<file path="config.mk">
export PLATFORM = sky130hd
export DESIGN_NAME = issue_sched
export DESIGN_NICKNAME = d
export VERILOG_FILES = /design/src/rtl/riscv_pkg.sv /design/src/rtl/sched_scoreboard.sv /design/src/rtl/issue_sched.sv
export SDC_FILE = /design/constraint.sdc
export NUM_CORES = 1
export LEC_CHECK = 0
export BUFFER_PORTS_ARGS = -buffer_cell sky130_fd_sc_hd__buf_2
export CAP_MARGIN = 0
export CORE_UTILIZATION = 43
export CTS_CLUSTER_DIAMETER = 100
export CTS_CLUSTER_SIZE = 16
export DETAILED_ROUTE_END_ITERATION = 16
export GPL_TIMING_DRIVEN = 0
export PLACE_DENSITY = 0.57
export SLEW_MARGIN = 15
export SYNTH_ARGS = -nofsm -noshare
export SYNTH_HDL_FRONTEND = slang
export SYNTH_SLANG_ARGS = --single-unit
</file>
<file path="constraint.sdc">
create_clock -name clk -period 8.6 [get_ports clk]
set_input_delay 0.43 -clock clk [delete_from_list [all_inputs] [get_ports clk]]
set_output_delay 0.43 -clock clk [all_outputs]
set_load 0.05 [all_outputs]
</file>
<file path="src/rtl/riscv_pkg.sv">
// ---------------------------------------------------------------------------
// riscv_pkg
// Shared frontend sizing and scheduler state encoding for the issue stage.
// Rev 1.0 - initial release
// ---------------------------------------------------------------------------
`default_nettype none

package riscv_pkg;

  // Lanes per decoded bundle
  localparam int FRONTEND_WIDTH = 2;
  // Architectural registers tracked by the scoreboard
  localparam int NB_ARCH_REGS   = 32;

  // Scheduler occupancy: nothing held, bundle held, stuck on an illegal head
  typedef enum logic [1:0] {
    EMPTY   = 2'd0,
    HOLD    = 2'd1,
    BLOCKED = 2'd2
  } sched_state_t;

endpackage

`default_nettype wire

</file>
<file path="src/rtl/sched_scoreboard.sv">
// ---------------------------------------------------------------------------
// sched_scoreboard
// Pending-write bit per architectural register. Set on issue (one port per
// lane), cleared by a single writeback, wiped by flush. Lookups are purely
// combinational on the registered vector.
// Rev 1.0 - initial release
// ---------------------------------------------------------------------------
`default_nettype none

module sched_scoreboard
  import riscv_pkg::*;
#(
  parameter int FRONTEND_WIDTH = 2,
  parameter int NB_ARCH_REGS   = 32
) (
  input  logic                           clk,
  input  logic                           rst,
  input  logic [FRONTEND_WIDTH-1:0]      i_set_valid,
  input  logic [FRONTEND_WIDTH-1:0][4:0] i_set_idx,
  input  logic                           i_clr_valid,
  input  logic [4:0]                     i_clr_idx,
  input  logic                           i_flush,
  input  logic [FRONTEND_WIDTH-1:0][4:0] i_rs1_idx,
  input  logic [FRONTEND_WIDTH-1:0][4:0] i_rs2_idx,
  output logic [FRONTEND_WIDTH-1:0]      o_rs1_pend,
  output logic [FRONTEND_WIDTH-1:0]      o_rs2_pend
);

  logic [NB_ARCH_REGS-1:0] r_pending;
  logic [NB_ARCH_REGS-1:0] w_next;

  // Clear first, then set, so a same-cycle set and clear leaves the bit set
  always_comb begin
    w_next = r_pending;
    if (i_clr_valid) begin
      w_next[i_clr_idx] = 1'b0;
    end
    for (int i = 0; i < FRONTEND_WIDTH; i++) begin
      if (i_set_valid[i] && (i_set_idx[i] != 5'd0)) begin
        w_next[i_set_idx[i]] = 1'b1;
      end
    end
  end

  // Pending vector register; x0 can never become pending
  always_ff @(posedge clk) begin
    if (rst || i_flush) begin
      r_pending <= '0;
    end else begin
      r_pending <= w_next;
    end
  end

  // Per-lane source lookups
  always_comb begin
    o_rs1_pend = '0;
    o_rs2_pend = '0;
    for (int i = 0; i < FRONTEND_WIDTH; i++) begin
      o_rs1_pend[i] = r_pending[i_rs1_idx[i]];
      o_rs2_pend[i] = r_pending[i_rs2_idx[i]];
    end
  end

endmodule

`default_nettype wire

</file>
<file path="src/rtl/issue_sched.sv">
// ---------------------------------------------------------------------------
// issue_sched
// Holds one decoded bundle and issues its lanes strictly in order, stalling
// on RAW hazards against a register scoreboard and blocking on an illegal
// head instruction until flush.
// Optional build macro: SCHED_WB_BYPASS_EN (a source released by a writeback
// in the same cycle is not treated as a hazard).
// Rev 1.0 - initial release
// ---------------------------------------------------------------------------
`default_nettype none

module issue_sched #(
  parameter int FRONTEND_WIDTH = riscv_pkg::FRONTEND_WIDTH,
  parameter int NB_ARCH_REGS   = riscv_pkg::NB_ARCH_REGS
) (
  input  logic                           clk,
  input  logic                           reset,
  input  logic [FRONTEND_WIDTH-1:0]      dec_valid_i,
  output logic                           dec_ready_o,
  input  logic [FRONTEND_WIDTH-1:0]      rd_v_i,
  input  logic [FRONTEND_WIDTH-1:0]      rs1_v_i,
  input  logic [FRONTEND_WIDTH-1:0]      rs2_v_i,
  input  logic [FRONTEND_WIDTH-1:0]      illegal_inst_i,
  input  logic [FRONTEND_WIDTH-1:0][4:0] rd_i,
  input  logic [FRONTEND_WIDTH-1:0][4:0] rs1_i,
  input  logic [FRONTEND_WIDTH-1:0][4:0] rs2_i,
  output logic [FRONTEND_WIDTH-1:0]      issue_valid_o,
  input  logic [FRONTEND_WIDTH-1:0]      issue_ready_i,
  input  logic                           wb_valid_i,
  input  logic [4:0]                     wb_rd_i,
  input  logic                           flush_i,
  output logic                           exc_o
);

  import riscv_pkg::*;

  sched_state_t                   r_state;
  logic [FRONTEND_WIDTH-1:0]      r_valid, r_issued, r_ill;
  logic [FRONTEND_WIDTH-1:0]      r_rd_v, r_rs1_v, r_rs2_v;
  logic [FRONTEND_WIDTH-1:0][4:0] r_rd, r_rs1, r_rs2;

  logic [FRONTEND_WIDTH-1:0] w_rs1_pend, w_rs2_pend, w_rs1_busy, w_rs2_busy;
  logic [FRONTEND_WIDTH-1:0] w_remaining, w_haz, w_issue_valid, w_fire, w_set_valid;
  logic                      w_prior_ok, w_all_done, w_found, w_head_ill;
  logic                      w_dec_ready, w_accept;

  sched_scoreboard #(
    .FRONTEND_WIDTH(FRONTEND_WIDTH),
    .NB_ARCH_REGS  (NB_ARCH_REGS)
  ) u_sb (
    .clk        (clk),
    .rst        (reset),
    .i_set_valid(w_set_valid),
    .i_set_idx  (r_rd),
    .i_clr_valid(wb_valid_i),
    .i_clr_idx  (wb_rd_i),
    .i_flush    (flush_i),
    .i_rs1_idx  (r_rs1),
    .i_rs2_idx  (r_rs2),
    .o_rs1_pend (w_rs1_pend),
    .o_rs2_pend (w_rs2_pend)
  );

  // Scoreboard busy view per source, optionally forgiving a same-cycle writeback
  always_comb begin
    w_rs1_busy = '0;
    w_rs2_busy = '0;
    for (int i = 0; i < FRONTEND_WIDTH; i++) begin
`ifdef SCHED_WB_BYPASS_EN
      w_rs1_busy[i] = w_rs1_pend[i] && !(wb_valid_i && (wb_rd_i == r_rs1[i]));
      w_rs2_busy[i] = w_rs2_pend[i] && !(wb_valid_i && (wb_rd_i == r_rs2[i]));
`else
      w_rs1_busy[i] = w_rs1_pend[i];
      w_rs2_busy[i] = w_rs2_pend[i];
`endif
    end
  end

  // In-order issue selection: a lane may go only once every lower lane is done
  always_comb begin
    w_remaining   = '0;
    w_haz         = '0;
    w_issue_valid = '0;
    w_fire        = '0;
    w_prior_ok    = 1'b1;
    w_all_done    = 1'b1;
    w_found       = 1'b0;
    w_head_ill    = 1'b0;
    for (int i = 0; i < FRONTEND_WIDTH; i++) begin
      w_remaining[i] = (r_state == HOLD) && r_valid[i] && !r_issued[i];
      w_haz[i] = (r_rs1_v[i] && w_rs1_busy[i]) || (r_rs2_v[i] && w_rs2_busy[i]);
      // x0 writers never create intra-bundle dependencies
      for (int j = 0; j < i; j++) begin
        if (w_fire[j] && r_rd_v[j] && (r_rd[j] != 5'd0)) begin
          if ((r_rs1_v[i] && (r_rs1[i] == r_rd[j])) ||
              (r_rs2_v[i] && (r_rs2[i] == r_rd[j]))) begin
            w_haz[i] = 1'b1;
          end
        end
      end
      w_issue_valid[i] = w_remaining[i] && w_prior_ok && !r_ill[i] && !w_haz[i] && !flush_i;
      w_fire[i]        = w_issue_valid[i] && issue_ready_i[i];
      if (w_remaining[i] && !w_fire[i]) begin
        w_prior_ok = 1'b0;
        w_all_done = 1'b0;
      end
      if (!w_found && w_remaining[i]) begin
        w_found    = 1'b1;
        w_head_ill = r_ill[i];
      end
    end
    w_set_valid = w_fire & r_rd_v;
    w_dec_ready = !flush_i && ((r_state == EMPTY) ||
                  ((r_state == HOLD) && w_all_done && !w_head_ill));
    w_accept    = w_dec_ready && (|dec_valid_i);
  end

  assign dec_ready_o   = w_dec_ready;
  assign issue_valid_o = w_issue_valid;
  assign exc_o         = (r_state == BLOCKED) || ((r_state == HOLD) && w_head_ill);

  // Scheduler FSM and held bundle; reset beats flush, flush beats handshakes
  always_ff @(posedge clk) begin
    if (reset) begin
      r_state  <= EMPTY;
      r_valid  <= '0;
      r_issued <= '0;
      r_ill    <= '0;
      r_rd_v   <= '0;
      r_rs1_v  <= '0;
      r_rs2_v  <= '0;
      r_rd     <= '0;
      r_rs1    <= '0;
      r_rs2    <= '0;
    end else if (flush_i) begin
      r_state  <= EMPTY;
      r_valid  <= '0;
      r_issued <= '0;
    end else if (w_accept) begin
      r_state  <= HOLD;
      r_valid  <= dec_valid_i;
      r_issued <= '0;
      r_ill    <= illegal_inst_i;
      r_rd_v   <= rd_v_i;
      r_rs1_v  <= rs1_v_i;
      r_rs2_v  <= rs2_v_i;
      r_rd     <= rd_i;
      r_rs1    <= rs1_i;
      r_rs2    <= rs2_i;
    end else begin
      case (r_state)
        HOLD: begin
          if (w_all_done) begin
            r_state  <= EMPTY;
            r_valid  <= '0;
            r_issued <= '0;
          end else begin
            r_issued <= r_issued | w_fire;
            if (w_head_ill) begin
              r_state <= BLOCKED;
            end
          end
        end
        EMPTY, BLOCKED: r_state <= r_state;
        default:        r_state <= EMPTY;
      endcase
    end
  end

endmodule

`default_nettype wire

</file>
==> impl_table.tex <==
\begin{tabular}{lr}
\hline
Metric & Value \\
\hline
\multicolumn{2}{l}{\textbf{Status}} \\
Result of the run & finished clean \\
\multicolumn{2}{l}{\textbf{Global routing}} \\
Remaining global-route overflow & 0 \\
Number of antenna violations at the first check in global routing & 0 \\
Wire length of the first global-routing pass & 25800 um \\
Largest net degree at the start of global routing & 14 \\
Global-route usage over all layers & 27.8\% \\
Via count of the first global-routing pass & 4599 \\
\multicolumn{2}{l}{\textbf{Finish}} \\
Share of post-route cells with drive strength above 1 & 19.0\% \\
Most used cells in the layout excluding fill and tap cells & nand2b\_1, dfxtp\_1, buf\_2 \\
Final Cell Area & 0.00587 sq mm \\
Antenna diodes & 0 \\
Most common cell after layout, fill and taps aside & nand2b\_1 \\
Share of the core filled with cells in the final layout & 51.2\% \\
Count of nets after finishing & 678 \\
Final cell count without fillers & 775 \\
Area delta synth->final & 15.2\% \\
\multicolumn{2}{l}{\textbf{Logic synthesis}} \\
Dominant register cell in the synthesized netlist & dfxtp\_1 \\
Cell area after synthesis & 0.00509 sq mm \\
Number of warnings printed during yosys synthesis & 0 \\
Post-synth EDFFs & 0 \\
Count of state elements after synthesis & 76 \\
Top cell type's share of synthesized area & 29.9\% \\
Avg Cell Area, Syn & 9.07 sq um \\
Cell accounting for the most synthesized area & dfxtp\_1 \\
Sequential cell area fraction in the yosys report & 29.9\% \\
Share of synthesized flip-flops with an asynchronous set or reset & 0\% \\
Synth area leaders & dfxtp\_1, mux4\_2, mux2i\_1 \\
Number of nets in the synthesized netlist & 613 \\
Gate Count Post-Synth & 562 \\
Post-synthesis cell type count & 54 \\
\multicolumn{2}{l}{\textbf{Floorplan}} \\
Boundary Pins & 55 \\
Area of the die & 0.0123 sq mm \\
Die Y & 111 um \\
Core region area & 0.0115 sq mm \\
Number of rows created at floorplan & 39 \\
Initial core utilization & 44.4\% \\
Chip width & 111 um \\
\multicolumn{2}{l}{\textbf{Min path}} \\
Hold WC Path Type & primary input to flop \\
Hold path startpoint & rd\_i[5] \\
Capture endpoint of the worst hold path & r\_rd[5] \\
Hold-critical path depth & 3 \\
\multicolumn{2}{l}{\textbf{Timing}} \\
Worst Skew & 7.75 ps \\
Final setup viols & 0 \\
Post-layout worst setup margin & 4320 ps \\
Final setup TNS & 0 ps \\
Number of pins with negative max-slew slack in the final report & 0 \\
Final hold violation count & 0 \\
Max Clk Rate & 234 MHz \\
Minimum clock period after layout & 4280 ps \\
Slew @ Worst Pin & 995 ps \\
Fraction of the cycle the final worst path needs & 49.8\% \\
Relative slew slack & 33.2\% \\
Unrepaired setup endpoints after global routing & false \\
\multicolumn{2}{l}{\textbf{Setup path}} \\
Element type at the critical path end & primary output \\
Worst r2r path cells & 11 \\
FF-to-FF End & r\_rd\_v[1] \\
Startpoint of the worst register-to-register path & r\_rs2[5] \\
Data arrival time at the worst-slack endpoint & 3850 ps \\
Register-to-register setup slack & 4900 ps \\
Worst-path fanout max & 10 \\
CP Data Required Time & 8170 ps \\
Worst Setup Start Kind & flop \\
Kind of critical path & flop to primary output \\
\multicolumn{2}{l}{\textbf{Placed design}} \\
Placement-stage worst setup slack & 4760 ps \\
Placed cell count & 759 \\
Final RePlAce weighted congestion & 0.885 \\
Total half-perimeter wirelength after legalization and detailed placement & 12400 um \\
Placement Cell Area & 0.00554 sq mm \\
Number of port buffers & 54 \\
\multicolumn{2}{l}{\textbf{Clock network}} \\
Clock Path Buffers & 2 \\
Cts hold-fix bufs & 0 \\
Root buffer selected by CTS & clkbuf\_16 \\
Number of sinks handled by clock tree synthesis & 76 \\
H-tree depth & 3 \\
CTS clock-pin slew for the worst setup and hold paths & 60 ps \\
Count of instances resized after the clock tree is built & 0 \\
\# Post-CTS Setup Buffers & 0 \\
Clock tree from TritonCTS & built \\
Cts bufs inserted & 9 \\
Clock latency at the later pin of the worst-skew pair & 360 ps \\
\multicolumn{2}{l}{\textbf{Power and ir drop}} \\
Max rail drop VDD & 0.000284 V \\
LEAKAGE & 0.00215 uW \\
Ratio of total power to cell area & 156 mW/mm\^{}2 \\
\multicolumn{2}{l}{\textbf{Drt}} \\
Detail-routed net length per standard cell & 21.0 um \\
Detailed Route WL & 16300 um \\
Number of violations reported at the end of detailed-routing iteration 0 & 481 \\
1st-pass router iterations & 5 \\
Average vias per placed instance & 6.04 \\
Vias post-DR & 4682 \\
Antenna-violating nets left & 0 \\
Total DRC errors in the routed layout & 0 \\
\multicolumn{2}{l}{\textbf{Run}} \\
Total of max-cap violations & 0 \\
\hline
\end{tabular}
## synthesized netlist by cell type, types with 3 or more instances
master / count
mux2i_1: 53
and4_1: 3
dfxtp_1: 76
nand4_1: 3
buf_4: 4
buf_2: 5
nor3_1: 7
nor2_1: 17
mux2_2: 4
o31ai_1: 28
nor3b_1: 8
and2_1: 4
o21ai_0: 3
clkbuf_1: 28
nand2_1: 49
inv_1: 15
a31oi_1: 15
nand3b_1: 3
o41ai_1: 3
nand2b_1: 80
and3_1: 5
nor2b_1: 10
buf_1: 5
a21oi_1: 49
a221oi_1: 3
nand3_1: 7
xor2_1: 8
mux4_2: 30
o22ai_1: 3
## report_power, final
group | leakage [uW] | switching (uW) | internal (uW) | total (uW)
Sequential | 0.000619 | 11.5 | 364 | 376
Combinational | 0.00139 | 72.0 | 53.0 | 125
Clock | 0.000149 | 163 | 254 | 417
## final cells by class
type | instances | area, sq um
Multi-Input combinational cell | 426 | 3310
Clock inverter | 6 | 88.8
Tap cell | 143 | 179
Sequential cell | 76 | 1520
Timing Repair Buffer | 54 | 270
Inverter | 15 | 56.3
Fill cell | 1084 | 5600
Clock buffer | 10 | 229
Buffer | 45 | 210
## kinds of logic (layout without fill, tap and decap cells)
group,count (synthesis),in the layout,synth area share [%]
buf+inv,60,130,5.23
mux,87,87,24.6
flops,76,76,29.9
simple gates,206,206,22.6
xor+xnor,10,10,1.72
compound gates,123,123,16.0
## critical path, stage by stage, from the launching register on
cell and delay [ps]:
dfxtp_1 310, buf_4 200, mux4_2 530, mux2_2 280, o221a_1 270, a211oi_1 520, and3_1 260, clkbuf_1 340
clkbuf_1 420, buf_2 350
## per-layer routing
layer  up-vias  share of wire (%)  GRT usage, %
met3        24                8.1          7.98
li1       2183                  -             -
met4         0                2.1          10.0
met5         -                  0             0
met2       212                 47          43.2
met1      2263                 43          36.8
## registers in the layout, indices dropped and copies added (netlist names)
register	cells
r_rd	10
r_rs2_v	2
u_sb.r_pending	32
r_rs2	10
r_rd_v	2
r_valid	2
r_rs1	10
r_state	2
r_issued	2
r_rs1_v	2
r_ill	2
## metrics by stage
step | hold WS [ps] | power (uW)
final | 323 | 918
after floorplan | 436 | 464
after global routing | 328 | 951
after CTS | 320 | 923
after detailed placement | 463 | 508
after global placement | 456 | 507
## worst max-delay path by stage
stage	cells after the start	startpoint	slack, ps	end
global placement	9	r_rs2[0]	4770	issue_valid_o[0]
detailed placement	9	r_rs2[0]	4760	issue_valid_o[0]
global route	9	r_rs2[0]	4110	issue_valid_o[0]
floorplan	8	r_rs1[0]	5150	dec_ready_o
CTS	9	r_rs2[0]	4350	issue_valid_o[0]
finish	9	r_rs2[0]	4320	issue_valid_o[0]
(Power assumes the default switching activity.)
